--- src/rtl/hilo_mult_unit.sv ---
// HI/LO architectural register pair with an iterative shift-add multiplier.
// mthi/mtlo write in a single cycle; mult/multu/madd/msub take WIDTH steps
// plus one finish cycle, with Busy/Done as the pipeline stall handshake.
//
// state | meaning
// ------+---------------------------------------------------------------
// IDLE  | waiting for Start; mthi/mtlo complete here
// MUL   | one shift-add step per cycle, WIDTH steps in total
// FIN   | sign-correct the product and write/accumulate into HI/LO
module hilo_mult_unit #(
    parameter int WIDTH = 32
) (
    input  logic             Clk,
    input  logic             Reset,
    input  logic             Start,
    input  logic [2:0]       Op,
    input  logic [WIDTH-1:0] A,
    input  logic [WIDTH-1:0] B,
    output logic [WIDTH-1:0] Hi,
    output logic [WIDTH-1:0] Lo,
    output logic             Busy,
    output logic             Done
);

    localparam int CW = $clog2(WIDTH);

    localparam logic [2:0] OP_MTHI  = 3'd1;
    localparam logic [2:0] OP_MTLO  = 3'd2;
    localparam logic [2:0] OP_MULT  = 3'd3;
    localparam logic [2:0] OP_MULTU = 3'd4;
    localparam logic [2:0] OP_MADD  = 3'd5;
    localparam logic [2:0] OP_MSUB  = 3'd6;

    typedef enum logic [1:0] {IDLE, MUL, FIN} state_t;

    state_t               state, state_nxt;
    logic                 wr_hi, wr_lo, start_mul, finish;
    logic [WIDTH-1:0]     mcand, mplier;
    logic [2*WIDTH-1:0]   prod;
    logic [CW-1:0]        cnt;
    logic [2:0]           op_q;
    logic                 sign_q;

    logic                 signed_op;
    logic [WIDTH-1:0]     a_mag, b_mag;
    logic [WIDTH:0]       step_sum;
    logic [2*WIDTH-1:0]   p_final, acc, result;

    // Operand magnitudes; -2^(WIDTH-1) maps to 2^(WIDTH-1), which fits unsigned.
    assign signed_op = (Op != OP_MULTU);
    assign a_mag     = (signed_op && A[WIDTH-1]) ? (~A + 1'b1) : A;
    assign b_mag     = (signed_op && B[WIDTH-1]) ? (~B + 1'b1) : B;

    // Upper half plus multiplicand, one carry bit wide, for the current step.
    assign step_sum  = {1'b0, prod[2*WIDTH-1:WIDTH]} + {1'b0, (mplier[0] ? mcand : '0)};

    assign p_final   = sign_q ? (~prod + 1'b1) : prod;
    assign acc       = {Hi, Lo};

    // Final HI/LO value depending on whether this is a plain or accumulating multiply.
    always_comb begin
        result = p_final;
        case (op_q)
            OP_MADD: result = acc + p_final;
            OP_MSUB: result = acc - p_final;
            default: result = p_final;
        endcase
    end

    // State register.
    always_ff @(posedge Clk or posedge Reset) begin
        if (Reset) state <= IDLE;
        else       state <= state_nxt;
    end

    // Next-state and per-cycle control strobes.
    always_comb begin
        state_nxt = state;
        wr_hi     = 1'b0;
        wr_lo     = 1'b0;
        start_mul = 1'b0;
        finish    = 1'b0;
        Busy      = (state != IDLE);
        case (state)
            IDLE: begin
                if (Start) begin
                    case (Op)
                        OP_MTHI: wr_hi = 1'b1;
                        OP_MTLO: wr_lo = 1'b1;
                        OP_MULT, OP_MULTU, OP_MADD, OP_MSUB: begin
                            start_mul = 1'b1;
                            state_nxt = MUL;
                        end
                        default: ;
                    endcase
                end
            end
            MUL: begin
                if (cnt == CW'(WIDTH - 1)) state_nxt = FIN;
            end
            FIN: begin
                finish    = 1'b1;
                state_nxt = IDLE;
            end
            default: state_nxt = IDLE;
        endcase
    end

    // HI/LO registers, Done pulse and the multiplier datapath.
    always_ff @(posedge Clk or posedge Reset) begin
        if (Reset) begin
            Hi     <= '0;
            Lo     <= '0;
            Done   <= 1'b0;
            mcand  <= '0;
            mplier <= '0;
            prod   <= '0;
            cnt    <= '0;
            op_q   <= '0;
            sign_q <= 1'b0;
        end else begin
            Done <= finish;
            if (wr_hi) Hi <= A;
            if (wr_lo) Lo <= A;
            if (start_mul) begin
                mcand  <= a_mag;
                mplier <= b_mag;
                sign_q <= signed_op & (A[WIDTH-1] ^ B[WIDTH-1]);
                op_q   <= Op;
                prod   <= '0;
                cnt    <= '0;
            end else if (state == MUL) begin
                prod   <= {step_sum, prod[WIDTH-1:1]};
                mplier <= mplier >> 1;
                cnt    <= cnt + 1'b1;
            end
            if (finish) {Hi, Lo} <= result;
        end
    end

endmodule

--- config.mk ---
export PLATFORM = sky130hd
export DESIGN_NAME = hilo_mult_unit
export DESIGN_NICKNAME = d
export VERILOG_FILES = /design/src/rtl/hilo_mult_unit.sv
export SDC_FILE = /design/constraint.sdc
export NUM_CORES = 1
export LEC_CHECK = 0
export CORE_MARGIN = 5
export CORE_UTILIZATION = 66
export DETAILED_ROUTE_END_ITERATION = 16
export DONT_BUFFER_PORTS = 1
export PLACE_DENSITY = 0.83
export SLEW_MARGIN = 25
export SYNTH_ARGS = -nofsm -noshare
export SYNTH_HDL_FRONTEND = slang
export SYNTH_SLANG_ARGS = --single-unit
--- constraint.sdc ---
create_clock -name Clk -period 6.9 [get_ports Clk]
set_input_delay 0.345 -clock Clk [delete_from_list [all_inputs] [get_ports Clk]]
set_output_delay 0.345 -clock Clk [all_outputs]
set_load 0.02 [all_outputs]
==> results.yml <==
grt:
  grt_usage_pct: 38.1
  grt_overflow_total: 0
  grt_pass1_wl_um: 102000
  grt_max_degree: 133
  grt_pass1_vias: 17900
  antenna_found_initial: 4
cells_and_area:
  final_cell_area_sq_mm: 0.0206
  multi_input_area_sq_mm: 0.0132
  fillers: 2250
  nNetsFinal: 2585
  syn2layout_area_growth_pct: 7.70
  seq_area_sq_mm: 0.00511
  post-route-util_pct: 71.9
  drive_above_1_share_pct: 5.15
timing:
  worst_pin_slew_ps: 982
  setup_tns_ps: 0
  fin_crit_ps: 6470
  period_share_pct: 93.8
  finalHoldViolCount: 0
  fin_ws_ps: 427
  max_clock_freq_mhz: 154
  setup_violations: 0
  maxSlewViolCount: 0
  finClkSkew_ps: 15.5
  relSlewSlack_pct: 34.5
logic_synthesis:
  synthAdderAreaFrac_pct: 6.82
  synth_nets: 2633
  synthMuxAreaShare_pct: 2.48
  syn_area_sq_mm: 0.0191
  synth_xor_area_share_pct: 11.9
  netlist_instances: 2460
  synth_cell_types: 92
  synth_top_family_by_area: "simple AND/OR/NAND/NOR gates"
  yosys.area_share.simple_pct: 24.0
  seq_area_frac_synth_pct: 26.7
  synthArstFlopShare_pct: 100
  synth-main-ff-cell: "dfrtp_1"
  avgSynthCellArea_sq_um: 7.77
  synth-edff-count: 0
  synth_compound_area_share_pct: 23.7
  yosys_register_bits: 204
  synth_warnings: 0
worst_setup_path:
  critical_path.slowest_cell: "nor4_4"
  cp_data_required_time_ps: 7390
  cp-start-kind: "flop"
  worstPathArrival_ps: 6960
  crit_path_start: "prod[2]"
  reg2reg_from: "prod[2]"
  cpPeakStageDelay_ps: 550
  path_max_fanout: 10
  crit_type: "flop to flop"
  crit_chain: "nor4_4 > buf_4 > a41oi_1 > xnor2_1 > nand4b_1 > nor4_2 > nand4bb_1 > or2_1 > nor2_1 > nand2_1 > nand2_1 > xnor2_1 > ha_1 > a21o_1 > a21oi_1 > nand3_1 > nor3b_1 > o32ai_1 > a221o_1 > a211o_1 > a41oi_1 > mux2i_1 > o311a_1"
  worstSetupEndpointType: "flop"
min_path:
  hold_class: "primary input to flop"
  min_from: "B[14]"
route:
  viasPerCell: 6.86
  vias: 19300
  routed_wl_um: 64600
  firstDrtPassIters: 6
  drt.antenna.violating_nets: 0
  post_drt_wl_per_cell_um: 22.9
  remaining_drc_errors: 0
  initialDrtViolationCount: 2307
die:
  dieWidth_um: 180
  die_area_sq_mm: 0.0325
  io_pins: 136
  num_rows: 62
  die_h_um: 180
  core_area_sq_mm: 0.0286
  start_util_pct: 66.8
clock_tree:
  root_buffer: "clkbuf_16"
  cts_buffers: 25
  clockBufferDepth: 3
  path_clk_slew_ps: 60
  postCtsSetupBuffers: 0
  htree_levels: 1
  clock_latency_ps: 560
  cts.sinks: 204
  cts_tree: "done"
place:
  gp_congestion: 0.985
  port_buffers: 0
  preCtsSetupSlack_ps: 507
  place_area_sq_mm: 0.0192
  hpwlAfterDp_um: 45900
job:
  drv_cap: 0
status:
  outcome: "complete, no violations"
## synth_stat cells, types with 12 or more instances
cell      instances  area (sq um)
ha_1            101          1260
a32o_1           14           140
a211oi_1         20           150
dfrtp_1         204          5100
clkbuf_1        122           458
a21oi_1         171           856
and3_1           18           113
xnor2_1         123          1080
o211ai_1         41           308
a21o_1           56           420
mux2i_1          44           440
o21ai_0         197           986
nor2_1          160           601
o31ai_1          30           225
o21bai_1         14           105
and2_1           46           288
or4_1            14           105
a31oi_1          61           382
nand3_1         104           521
nor4_1           18           113
and4_1           12           105
o41ai_1          21           184
xor2_1          136          1190
nor3_1           36           180
nor2b_1          26           163
nand2b_1         30           188
nand2_1         361          1360
nand4_1          25           156
inv_1            56           210
buf_1            12          45.0
or3_1            21           131
## worst max-delay path: cells and delay by family, from the launching register on
kind / cells / cell delay, ps
xor+xnor: 2 / 540
flops: 1 / 520
mux: 1 / 220
simple gates: 10 / 2590
fa+ha+maj: 1 / 380
compound gates: 8 / 1880
buf+inv: 1 / 260
## through the flow
step | hold slack (ps) | cells
global placement | 457 | 2725
floorplan | 442 | 2460
global route | 10.1 | 2815
CTS | 0.317 | 2812
detailed placement | 464 | 2725
finish | 9.42 | 2817
## flip-flops by register name, summed over array words and instances, names as in the netlist
| register | cells |
|---|---|
| Hi | 32 |
| op_q | 3 |
| state | 2 |
| mplier | 32 |
| cnt | 5 |
| mcand | 32 |
| prod | 64 |
| Lo | 32 |
| Done | 1 |
| sign_q | 1 |
## worst paths after layout
check	end	slack [ps]	depth (start not counted)
max	Hi[25]	430	23
min	mplier[14]	9	3
max reg2reg	Hi[25]	430	23
min reg2reg	mcand[6]	470	2
max in group asynchronous	Lo[4]	5300	3
min in group asynchronous	prod[58]	440	2
## layer usage
metal | track usage, % | wire (um) | vias up
li1 | - | - | 8768
met5 | 0 | 47 | -
met2 | 55.9 | 27200 | 1136
met4 | 14.3 | 2820 | 6
met1 | 55.4 | 26900 | 9252
met3 | 8.01 | 7540 | 156
## logic make-up after synthesis
kind of cell,Yosys count
DFF,204
muxes,47
AOI/OAI and AO/OA,714
adders and majority gates,103
and+or+nand+nor,926
buffers and inverters,207
xor gates and xnor gates,259
## cell usage in the layout, fill, tap and decap left out, types with 25 or more instances in the layout
cell type	instances
nor2_1	159
nand2_1	359
clkbuf_16	25
a31oi_1	61
a21o_1	56
inv_1	55
xor2_1	136
xnor2_1	122
dfrtp_1	203
and2_1	46
nor3_1	36
o211ai_1	41
dlygate4sd3_1	44
nand2b_1	28
nand3_1	104
nor2b_1	25
o21ai_0	197
mux2i_1	44
ha_1	100
a21oi_1	171
nand4_1	25
o31ai_1	30
buf_4	27
## what timing repair did
action                                 in CTS  in global routing
setup endpoints to repair                   0                  2
endpoints found under the hold margin     179                  1
hold buffers                               43                  1
gates resized for setup                     0                  4
## final cells by class
class | count | share of cell area (%)
multi-input combinational | 2049 | 64.2
tap | 384 | 2.33
antenna | 4 | 0.0486
inverter | 58 | 1.12
clock inverter | 13 | 0.912
timing repair buffer | 74 | 3.29
sequential | 204 | 24.8
clock buffer | 31 | 3.29
Power is not shown: default switching activity piles up to over one toggle a cycle in this logic, so the estimate is an artifact.
